File: src/rtl/pixel_fb_writer.sv
// Pixel-stream sink: FIFO-buffers drawer pixels and writes them to a linear framebuffer,
// with a colour-fill clear sweep. Define PIXEL_FB_CLIP_EN to discard off-screen pixels.
module pixel_fb_writer #(
  parameter int FIFO_DEPTH = 16,
  parameter int COORD_W    = 8,
  parameter int COLOR_W    = 24,
  parameter int FB_XMAX    = 255,
  parameter int FB_YMAX    = 255
) (
  input  logic                          clk,
  input  logic                          rst,
  input  logic                          pixel_valid,
  input  logic [COORD_W-1:0]            px,
  input  logic [COORD_W-1:0]            py,
  input  logic [COLOR_W-1:0]            pixel_color,
  input  logic                          draw_done,
  input  logic                          clear_start,
  input  logic [COLOR_W-1:0]            clear_color,
  output logic                          mem_wr_valid,
  output logic [2*COORD_W-1:0]          mem_addr,
  output logic [COLOR_W-1:0]            mem_wr_data,
  input  logic                          mem_ready,
  output logic                          busy,
  output logic                          frame_done,
  output logic                          overflow,
  output logic [$clog2(FIFO_DEPTH):0]   fifo_level
);
  localparam int PTR_W  = $clog2(FIFO_DEPTH);
  localparam int LVL_W  = PTR_W + 1;
  localparam int ADDR_W = 2 * COORD_W;
  localparam int ENT_W  = ADDR_W + COLOR_W;
  localparam logic [PTR_W-1:0] PTR_ONE  = PTR_W'(1);
  localparam logic [LVL_W-1:0] LVL_ZERO = {LVL_W{1'b0}};
  localparam logic [LVL_W-1:0] LVL_ONE  = LVL_W'(1);
  localparam logic [LVL_W-1:0] LVL_FULL = LVL_W'(FIFO_DEPTH);

  if (FIFO_DEPTH < 4 || (FIFO_DEPTH & (FIFO_DEPTH - 1)) != 0 ||
      FB_XMAX >= (1 << COORD_W) || FB_YMAX >= (1 << COORD_W)) begin : g_bad_param
    $error("pixel_fb_writer: illegal parameter combination");
  end

  typedef enum logic [1:0] {S_IDLE = 2'd0, S_WRITE = 2'd1, S_CLEAR = 2'd2} state_e;

  state_e               state_q, state_d;
  logic [ENT_W-1:0]     fifo_mem_q [FIFO_DEPTH];
  logic [PTR_W-1:0]     wr_ptr_q, rd_ptr_q;
  logic [LVL_W-1:0]     count_q, count_d;
  logic                 mem_wr_valid_q, mem_wr_valid_d;
  logic [ADDR_W-1:0]    mem_addr_q, mem_addr_d;
  logic [COLOR_W-1:0]   mem_wr_data_q, mem_wr_data_d;
  logic                 frame_done_q, frame_done_d;
  logic                 busy_q, busy_d;
  logic                 pending_q, pending_d;
  logic                 draw_done_q, overflow_q;

  logic                 accept_s, full_s, empty_s, push_s, pop_s, drop_s;
  logic                 done_rise_s, clr_hs_s, clr_last_s;
  logic [ADDR_W-1:0]    clr_next_s, head_addr_s;
  logic [COLOR_W-1:0]   head_color_s;

`ifdef PIXEL_FB_CLIP_EN
  localparam logic [COORD_W-1:0] XMAX_C = COORD_W'(FB_XMAX);
  localparam logic [COORD_W-1:0] YMAX_C = COORD_W'(FB_YMAX);
  localparam logic [COORD_W-1:0] CRD_ONE = COORD_W'(1);
  assign accept_s = (px <= XMAX_C) && (py <= YMAX_C);
`else
  localparam logic [ADDR_W-1:0] ADDR_MAX = {ADDR_W{1'b1}};
  localparam logic [ADDR_W-1:0] ADDR_ONE = ADDR_W'(1);
  assign accept_s = 1'b1;
`endif

  assign full_s       = (count_q == LVL_FULL);
  assign empty_s      = (count_q == LVL_ZERO);
  assign pop_s        = (state_q == S_WRITE) && mem_wr_valid_q && mem_ready;
  // A full FIFO still takes a pixel when the head retires in the same cycle.
  assign push_s       = pixel_valid && accept_s && (!full_s || pop_s);
  assign drop_s       = pixel_valid && accept_s && full_s && !pop_s;
  assign done_rise_s  = draw_done && !draw_done_q;
  assign clr_hs_s     = (state_q == S_CLEAR) && mem_ready;
  assign head_addr_s  = fifo_mem_q[rd_ptr_q][ENT_W-1:COLOR_W];
  assign head_color_s = fifo_mem_q[rd_ptr_q][COLOR_W-1:0];

  // Clear-sweep address successor and end-of-sweep detection.
  always_comb begin
    clr_next_s = mem_addr_q;
    clr_last_s = 1'b0;
`ifdef PIXEL_FB_CLIP_EN
    clr_last_s = (mem_addr_q[COORD_W-1:0] == XMAX_C) && (mem_addr_q[ADDR_W-1:COORD_W] == YMAX_C);
    if (mem_addr_q[COORD_W-1:0] == XMAX_C) begin
      clr_next_s = {mem_addr_q[ADDR_W-1:COORD_W] + CRD_ONE, {COORD_W{1'b0}}};
    end else begin
      clr_next_s = {mem_addr_q[ADDR_W-1:COORD_W], mem_addr_q[COORD_W-1:0] + CRD_ONE};
    end
`else
    clr_last_s = (mem_addr_q == ADDR_MAX);
    clr_next_s = mem_addr_q + ADDR_ONE;
`endif
  end

  // FIFO occupancy next state.
  always_comb begin
    count_d = count_q;
    case ({push_s, pop_s})
      2'b10:   count_d = count_q + LVL_ONE;
      2'b01:   count_d = count_q - LVL_ONE;
      default: count_d = count_q;
    endcase
  end

  // FIFO storage; contents need no reset since occupancy gates every read.
  always_ff @(posedge clk) begin
    if (push_s) begin
      fifo_mem_q[wr_ptr_q] <= {py, px, pixel_color};
    end
  end

  // FIFO pointers, occupancy and sticky overflow.
  always_ff @(posedge clk or posedge rst) begin
    if (rst) begin
      wr_ptr_q   <= {PTR_W{1'b0}};
      rd_ptr_q   <= {PTR_W{1'b0}};
      count_q    <= LVL_ZERO;
      overflow_q <= 1'b0;
    end else begin
      if (push_s) wr_ptr_q <= wr_ptr_q + PTR_ONE;
      if (pop_s)  rd_ptr_q <= rd_ptr_q + PTR_ONE;
      count_q    <= count_d;
      overflow_q <= overflow_q | drop_s;
    end
  end

  // State register plus registered outputs and done tracking.
  always_ff @(posedge clk or posedge rst) begin
    if (rst) begin
      state_q        <= S_IDLE;
      mem_wr_valid_q <= 1'b0;
      mem_addr_q     <= {ADDR_W{1'b0}};
      mem_wr_data_q  <= {COLOR_W{1'b0}};
      frame_done_q   <= 1'b0;
      busy_q         <= 1'b0;
      pending_q      <= 1'b0;
      draw_done_q    <= 1'b0;
    end else begin
      state_q        <= state_d;
      mem_wr_valid_q <= mem_wr_valid_d;
      mem_addr_q     <= mem_addr_d;
      mem_wr_data_q  <= mem_wr_data_d;
      frame_done_q   <= frame_done_d;
      busy_q         <= busy_d;
      pending_q      <= pending_d;
      draw_done_q    <= draw_done;
    end
  end

  // Next-state logic; draining the FIFO outranks a clear request.
  always_comb begin
    state_d = state_q;
    case (state_q)
      S_IDLE: begin
        if (!empty_s)         state_d = S_WRITE;
        else if (clear_start) state_d = S_CLEAR;
        else                  state_d = S_IDLE;
      end
      S_WRITE: begin
        if (pop_s) state_d = S_IDLE;
        else       state_d = S_WRITE;
      end
      S_CLEAR: begin
        if (clr_hs_s && clr_last_s) state_d = S_IDLE;
        else                        state_d = S_CLEAR;
      end
      default: state_d = S_IDLE;
    endcase
  end

  // Output next values for the write port, frame_done and busy.
  always_comb begin
    mem_wr_valid_d = mem_wr_valid_q;
    mem_addr_d     = mem_addr_q;
    mem_wr_data_d  = mem_wr_data_q;
    case (state_q)
      S_IDLE: begin
        if (!empty_s) begin
          mem_wr_valid_d = 1'b1;
          mem_addr_d     = head_addr_s;
          mem_wr_data_d  = head_color_s;
        end else if (clear_start) begin
          mem_wr_valid_d = 1'b1;
          mem_addr_d     = {ADDR_W{1'b0}};
          mem_wr_data_d  = clear_color;
        end else begin
          mem_wr_valid_d = 1'b0;
        end
      end
      S_WRITE: begin
        if (pop_s) mem_wr_valid_d = 1'b0;
        else       mem_wr_valid_d = mem_wr_valid_q;
      end
      S_CLEAR: begin
        if (clr_hs_s && clr_last_s) mem_wr_valid_d = 1'b0;
        else if (clr_hs_s)          mem_addr_d     = clr_next_s;
        else                        mem_addr_d     = mem_addr_q;
      end
      default: mem_wr_valid_d = 1'b0;
    endcase
    frame_done_d = pending_q && (state_q == S_IDLE) && empty_s;
    pending_d    = frame_done_d ? 1'b0 : (pending_q | done_rise_s);
    busy_d       = (state_d != S_IDLE) || (count_d != LVL_ZERO);
  end

  assign mem_wr_valid = mem_wr_valid_q;
  assign mem_addr     = mem_addr_q;
  assign mem_wr_data  = mem_wr_data_q;
  assign frame_done   = frame_done_q;
  assign busy         = busy_q;
  assign overflow     = overflow_q;
  assign fifo_level   = count_q;
endmodule

File: config.mk
export PLATFORM = sky130hd
export DESIGN_NAME = pixel_fb_writer
export DESIGN_NICKNAME = d
export VERILOG_FILES = /design/src/rtl/pixel_fb_writer.sv
export SDC_FILE = /design/constraint.sdc
export NUM_CORES = 1
export LEC_CHECK = 0
export ABC_AREA = 1
export ABC_CLOCK_PERIOD_IN_PS = 4000
export BUFFER_PORTS_ARGS = -buffer_cell sky130_fd_sc_hd__buf_2
export CAP_MARGIN = 20
export CORE_ASPECT_RATIO = 0.6
export CORE_MARGIN = 8
export CORE_UTILIZATION = 61
export DETAILED_ROUTE_END_ITERATION = 12
export GPL_ROUTABILITY_DRIVEN = 1
export PLACE_DENSITY = 0.79
export SLEW_MARGIN = 15
export SYNTH_ARGS = -nofsm -noshare
export SYNTH_HDL_FRONTEND = slang
export SYNTH_SLANG_ARGS = --single-unit
File: constraint.sdc
create_clock -name clk -period 4 [get_ports clk]
set_clock_uncertainty 0.15 [all_clocks]
set_input_delay 0.6 -clock clk [delete_from_list [all_inputs] [get_ports clk]]
set_output_delay 0.6 -clock clk [all_outputs]
set_load 0.01 [all_outputs]
==> Word-level counts from Yosys, hierarchy flattened <==
Memories as Yosys holds them, arrays and structs flattened.
Index checks and enable logic that the tools add are counted.
{ "word_totals": {"register_bits": 61, "latchBits": 0, "ramBits": 640, "rom_bits": 0, "in_bits": 70, "memories": 1} }
{ "mem_list": {"columns": ["memory", "words", "word_bits", "read_ports", "rd_clocked_by_memory_dff", "wr", "line_no", "rtl"], "rows": [
  ["fifo_mem_q", 16, 40, 1, 0, 1, "45", "logic [ENT_W-1:0] fifo_mem_q [FIFO_DEPTH];"]
]} }
{ "op_classes": {"n_addsub": 5, "multipliers": 0, "n_div": 0, "order_cmp": 0, "eq_ne": 12, "n_shift": 0, "mux": 21, "n_bitwise": 2, "n_reduce_logical": 23} }
{ "op_table": {"columns": ["cell", "count"], "rows": [
  ["$mux W16", 4],
  ["$mux W24", 2],
  ["$pmux W16 S2", 1],
  ["$add A16 B1 Y16 const B", 1],
  ["$eq A16 B16 Y1 const B", 1],
  ["$logic_and A1 B1 Y1", 10],
  ["$pmux W5 S2", 1],
  ["$add A4 B1 Y4 const B", 2],
  ["$mux W1", 8],
  ["$ne A2 B2 Y1 const B", 4],
  ["$mux W2", 3],
  ["$pmux W2 S3", 1],
  ["$add A5 B1 Y5 const B", 1],
  ["$eq A5 B5 Y1 const B", 1],
  ["$logic_not A5 Y1", 1],
  ["$reduce_bool A5 Y1", 1],
  ["$sub A5 B1 Y5 const B", 1],
  ["$eq A2 B1 Y1 const B", 2],
  ["$eq A2 B2 Y1 const B", 2],
  ["$reduce_and A2 Y1", 2],
  ["$reduce_and A4 Y1", 1],
  ["$reduce_bool A2 Y1", 2],
  ["$logic_not A1 Y1", 3],
  ["$ne A3 B3 Y1 const B", 1],
  ["other kinds (5)", 7]
]} }

==> Logic depth before layout (Yosys ltp) <==
{ "logic_depth": {"depth_word": 9, "depth_mapped": 17, "depth_no_buf": 17} }

==> Worst setup path after synthesis <==
Ideal clock, no wire load.
{ "synth_timing": {"path_kind": "in2reg", "from": "input mem_ready", "to": "memory fifo_mem_q[11][0] (netlist bit), enable pin", "setup_ns": 0.437, "t_arrival_ns": 3.136, "path_slack_ns": 0.276, "cell_stages": 6, "path_buffers": 0, "path_cell_list": "nand2_1 -> nor2_2 -> nor2_1 -> nor2_2 -> nand2_1 -> nor2_1"} }
{ "synth_between": {"elab_chain_cells": 5} }
{ "synth_lines": {"columns": ["item", "line_no", "rtl"], "rows": [
  ["from (decl)", "22", "input logic mem_ready,"],
  ["$logic_and A1 B1 Y1", "74", "assign pop_s = (state_q == S_WRITE) && mem_wr_valid_q && mem_ready;"],
  ["$logic_or A1 B1 Y1", "76", "assign push_s = pixel_valid && accept_s && (!full_s || pop_s);"],
  ["$logic_and A1 B1 Y1", "76", null],
  ["$mux W1", "112", "if (push_s) begin"],
  ["$mux W1 (implied by the code)", "113", "fifo_mem_q[wr_ptr_q] <= {py, px, pixel_color};"],
  ["to (decl)", "45", null]
]} }
No other way between the ends.

==> Worst setup path in the final report <==
{ "layout_timing": {"from": "register rd_ptr_q[0]", "to": "register mem_addr_q[0] (netlist: mem_addr[0])"} }
{ "layout_between": {"elab_chain_cells": 3} }
{ "layout_lines": {"columns": ["item", "line_no", "rtl"], "rows": [
  ["from (decl)", "46", "logic [PTR_W-1:0] wr_ptr_q, rd_ptr_q;"],
  ["from (signal assigned)", "121", "rd_ptr_q <= {PTR_W{1'b0}};"],
  ["from (signal assigned)", "126", "if (pop_s) rd_ptr_q <= rd_ptr_q + PTR_ONE;"],
  ["$mem_v2 Z16 W40", null, null],
  ["$mux W16", "183", "if (!empty_s) begin"],
  ["$pmux W16 S2", "181", "case (state_q)"],
  ["to (signal assigned)", "137", "mem_addr_q <= {ADDR_W{1'b0}};"],
  ["to (signal assigned)", "146", "mem_addr_q <= mem_addr_d;"],
  ["to (decl)", "49", "logic [ADDR_W-1:0] mem_addr_q, mem_addr_d;"]
]} }
No other way between the ends.
A chain may end at the register's enable or synchronous reset.

==> impl_metrics.env <==
export IMPL_drt_iter0_markers=2434
export IMPL_crit_required_ps=4380
export IMPL_ir_worst_vdd_uv=543.2
export IMPL_synthAdderAreaFrac_pct=0.3097
export IMPL_crit_path_start_kind="flop"
export IMPL_syn_inst=2263
export IMPL_finalSetupTns_ps=0
export IMPL_pwr_share_clk_pct=25.2
export IMPL_grt_pass1_wl_um=105000
export IMPL_viasPerCell=6.148
export IMPL_synth_top_flop_cell="edfxtp_1"
export IMPL_comb_power_share_pct=33.3
export IMPL_syn2layout_area_growth_pct=11.59
export IMPL_fmax_mhz=328.4
export IMPL_hold_depth=3
export IMPL_slew_headroom_pct=29.97
export IMPL_drv_slew=0
export IMPL_place_hpwl_um=38510
export IMPL_hold_path_class="primary input to flop"
export IMPL_cts_made_buffers=59
export IMPL_core_area_mm2=0.04602
export IMPL_wl_per_cell_um=22.75
export IMPL_grt_ovfl_total=0
export IMPL_worstSetupPathType="flop to flop"
export IMPL_drcViolationCount=0
export IMPL_vias=18567
export IMPL_clkTransAtPathRegs_ps=70
export IMPL_portBuffers=118
export IMPL_grt_max_degree=190
export IMPL_fillers=3086
export IMPL_htree_levels=2
export IMPL_die_area_mm2=0.05373
export IMPL_worst_pin_slew_ps=1049
export IMPL_p_int_mw=14.44
export IMPL_r2r_cells=10
export IMPL_hold_viol=0
export IMPL_root_buffer="clkbuf_16"
export IMPL_post_cts_resized=0
export IMPL_die_x_um=294.0
export IMPL_multi_input_area_mm2=0.006761
export IMPL_synth_seq_area_share_pct=73.35
export IMPL_row_count=61
export IMPL_final_period_utilization_pct=76.12
export IMPL_synth_seq_cells=701
export IMPL_final_common_cell="edfxtp_1"
export IMPL_setup_viol=0
export IMPL_worstPathMaxFanout=117
export IMPL_p_per_area_mw_per_mm2=729.4
export IMPL_grt_total_usage_pct=25.21
export IMPL_synth_top_family_by_area="compound AO/OA/AOI/OAI gates"
export IMPL_antenna_found_initial=3
export IMPL_clock_latency_ps=600
export IMPL_seqPwrFrac_pct=41.5
export IMPL_p_switching_mw=8.576
export IMPL_clock_path_buffers=3
export IMPL_synth_edff_count=640
export IMPL_cap_violations=0
export IMPL_nets=2415
export IMPL_place_congestion=0.8131
export IMPL_syn_cell_area_mm2=0.02828
export IMPL_worstPathArrival_ps=3430
export IMPL_syn_area_per_cell_um2=12.50
export IMPL_die_height_um=182.8
export IMPL_ys_types=36
export IMPL_cts_sinks=701
export IMPL_wl_um=68710
export IMPL_mappedNetlistNets=2340
export IMPL_start_util_pct=61.45
export IMPL_dp_slack_ps=730.1
export IMPL_seq_area_mm2=0.02076
export IMPL_synth_compound_area_share_pct=11.74
export IMPL_sw_frac_of_total_pct=37.26
export IMPL_synthXorXnorAreaFrac_pct=0.2478
export IMPL_drtPass1Iterations=6
export IMPL_ys_async_sr_fraction_pct=8.702
export IMPL_rsz0062_at_grt="false"
export IMPL_pin_count=119
export IMPL_ant_nets=0
export IMPL_worstSetupEndpointType="flop"
export IMPL_grt_pass1_vias=18069
export IMPL_final_min_clock_period_ps=3045
export IMPL_postCtsSetupRepairBufs=0
export IMPL_drive_gt1_share_pct=11.56
export IMPL_setup_ws_ps=955.0
export IMPL_synthSimpleGateAreaFrac_pct=11.18
export IMPL_cts_tree="yes"
export IMPL_ys_warn_count=0
export IMPL_leakage_nw=10.78
export IMPL_status="finished, final reports clean"
export IMPL_final_cell_mix="edfxtp_1, nor2_1, o21ai_0"
export IMPL_synthMuxAreaShare_pct=0
[area by class of cell]
type                            count  area share [%]
Antenna cell                        2         0.01586
Clock buffer                       70           4.877
Clock inverter                     41           1.292
Inverter                           57          0.7017
Multi-Input combinational cell   1361           21.42
Sequential cell                   701           65.77
Tap cell                          630           2.498
Timing Repair Buffer              158           3.418
[worst paths after layout]
kind,startpoint,end,slack [ps]
setup / recovery,rd_ptr_q[0]$_DFFE_PP0N_,mem_addr[0]$_DFFE_PP0P_,960
hold / removal,clear_color[0],mem_wr_data[0]$_DFFE_PP0P_,90
setup reg to reg,rd_ptr_q[0]$_DFFE_PP0N_,mem_addr[0]$_DFFE_PP0P_,960
hold reg to reg,mem_wr_data[9]$_DFFE_PP0P_,mem_wr_data[9]$_DFFE_PP0P_,330
max in group asynchronous,rst,mem_wr_data[3]$_DFFE_PP0P_,2440
min in group asynchronous,rst,mem_addr[5]$_DFFE_PP0P_,480
[sequential cells by signal (all words and copies together), names as in the netlist]
name          cells
fifo_mem_q      640
mem_wr_data      24
mem_addr         16
fifo_level        5
rd_ptr_q          4
wr_ptr_q          4
state_q           2
busy              1
draw_done_q       1
frame_done        1
mem_wr_valid      1
overflow          1
pending_q         1
[stage by stage]
stage / utilization (%) / area, µm² / total power, mW / cells / hold WS (ps)
final: 68.57 / 31560 / 23.02 / 3020 / 90.63
after global routing: 68.57 / 31560 / 24.22 / 3020 / 94.13
after CTS: 68.50 / 31530 / 22.95 / 3017 / 75.75
after detailed placement: 64.23 / 29560 / 17.19 / 2904 / 310.0
after global placement: 64.23 / 29560 / 16.89 / 2904 / 305.5
after floorplan: - / 28280 / 14.61 / 2263 / 327.6
[worst max-delay path: stages, from the launching register on]
cell	delay, ps
dfrtp_4	730
inv_8	590
buf_4	360
nor2_1	60
nor2_1	70
o21ai_0	130
o211ai_1	190
nand3_1	220
a21oi_1	230
o21ai_1	80
nand2_1	70
[synthesized netlist by cell type, types with 2 or more instances]
cell type	n	area (µm²)
edfxtp_1	640	19220
buf_2	40	200.2
inv_1	52	195.2
nor3_1	2	10.01
a21oi_1	26	130.1
buf_6	4	45.04
o21ai_1	2	10.01
dfrtp_1	61	1526
buf_4	16	120.1
nor2_1	508	1907
nand3_1	123	615.6
nor2_2	2	12.51
o221ai_1	2	17.52
buf_1	9	33.78
o211ai_1	185	1389
o21bai_1	2	15.01
inv_2	3	11.26
clkinv_1	2	7.510
o21ai_0	330	1652
a31oi_1	11	68.82
xor2_1	7	61.31
nand4_1	7	43.79
clkbuf_1	75	281.5
nand2_1	136	510.5
ha_1	7	87.58
[cells by family (layout without fill, tap and decap cells)]
logic type	Yosys count	count (layout)
other cells	0	2
simple gates	784	784
compound gates	562	562
fa+ha+maj	7	7
flops	701	701
xor+xnor	8	8
buf+inv	201	326
[power groups by stage]
stage / clock [mW] / combinational, mW / sequential, mW
2_1_floorplan: 0 / 5.08 / 9.53
3_3_place_gp: 0 / 7.25 / 9.64
3_5_place_dp: 0 / 7.51 / 9.68
4_1_cts: 5.84 / 7.57 / 9.54
5_1_grt: 6.14 / 8.44 / 9.64
6_report: 5.80 / 7.66 / 9.56
[metal layers]
layer | part of all wire, % | GRT usage [%] | up-vias
met5 | 0.019 | 0 | -
met4 | 2.5 | 6.769 | 2
met3 | 10 | 4.987 | 108
met2 | 46 | 39.38 | 1052
met1 | 41 | 36.51 | 9022
li1 | - | - | 8383
[what timing repair did]
action                                  CTS  global route
endpoints found under the setup margin    0             0
hold buffers                              2             0
endpoints found under the hold margin    28             0
No activity file was read; power rests on OpenSTA's default activity.
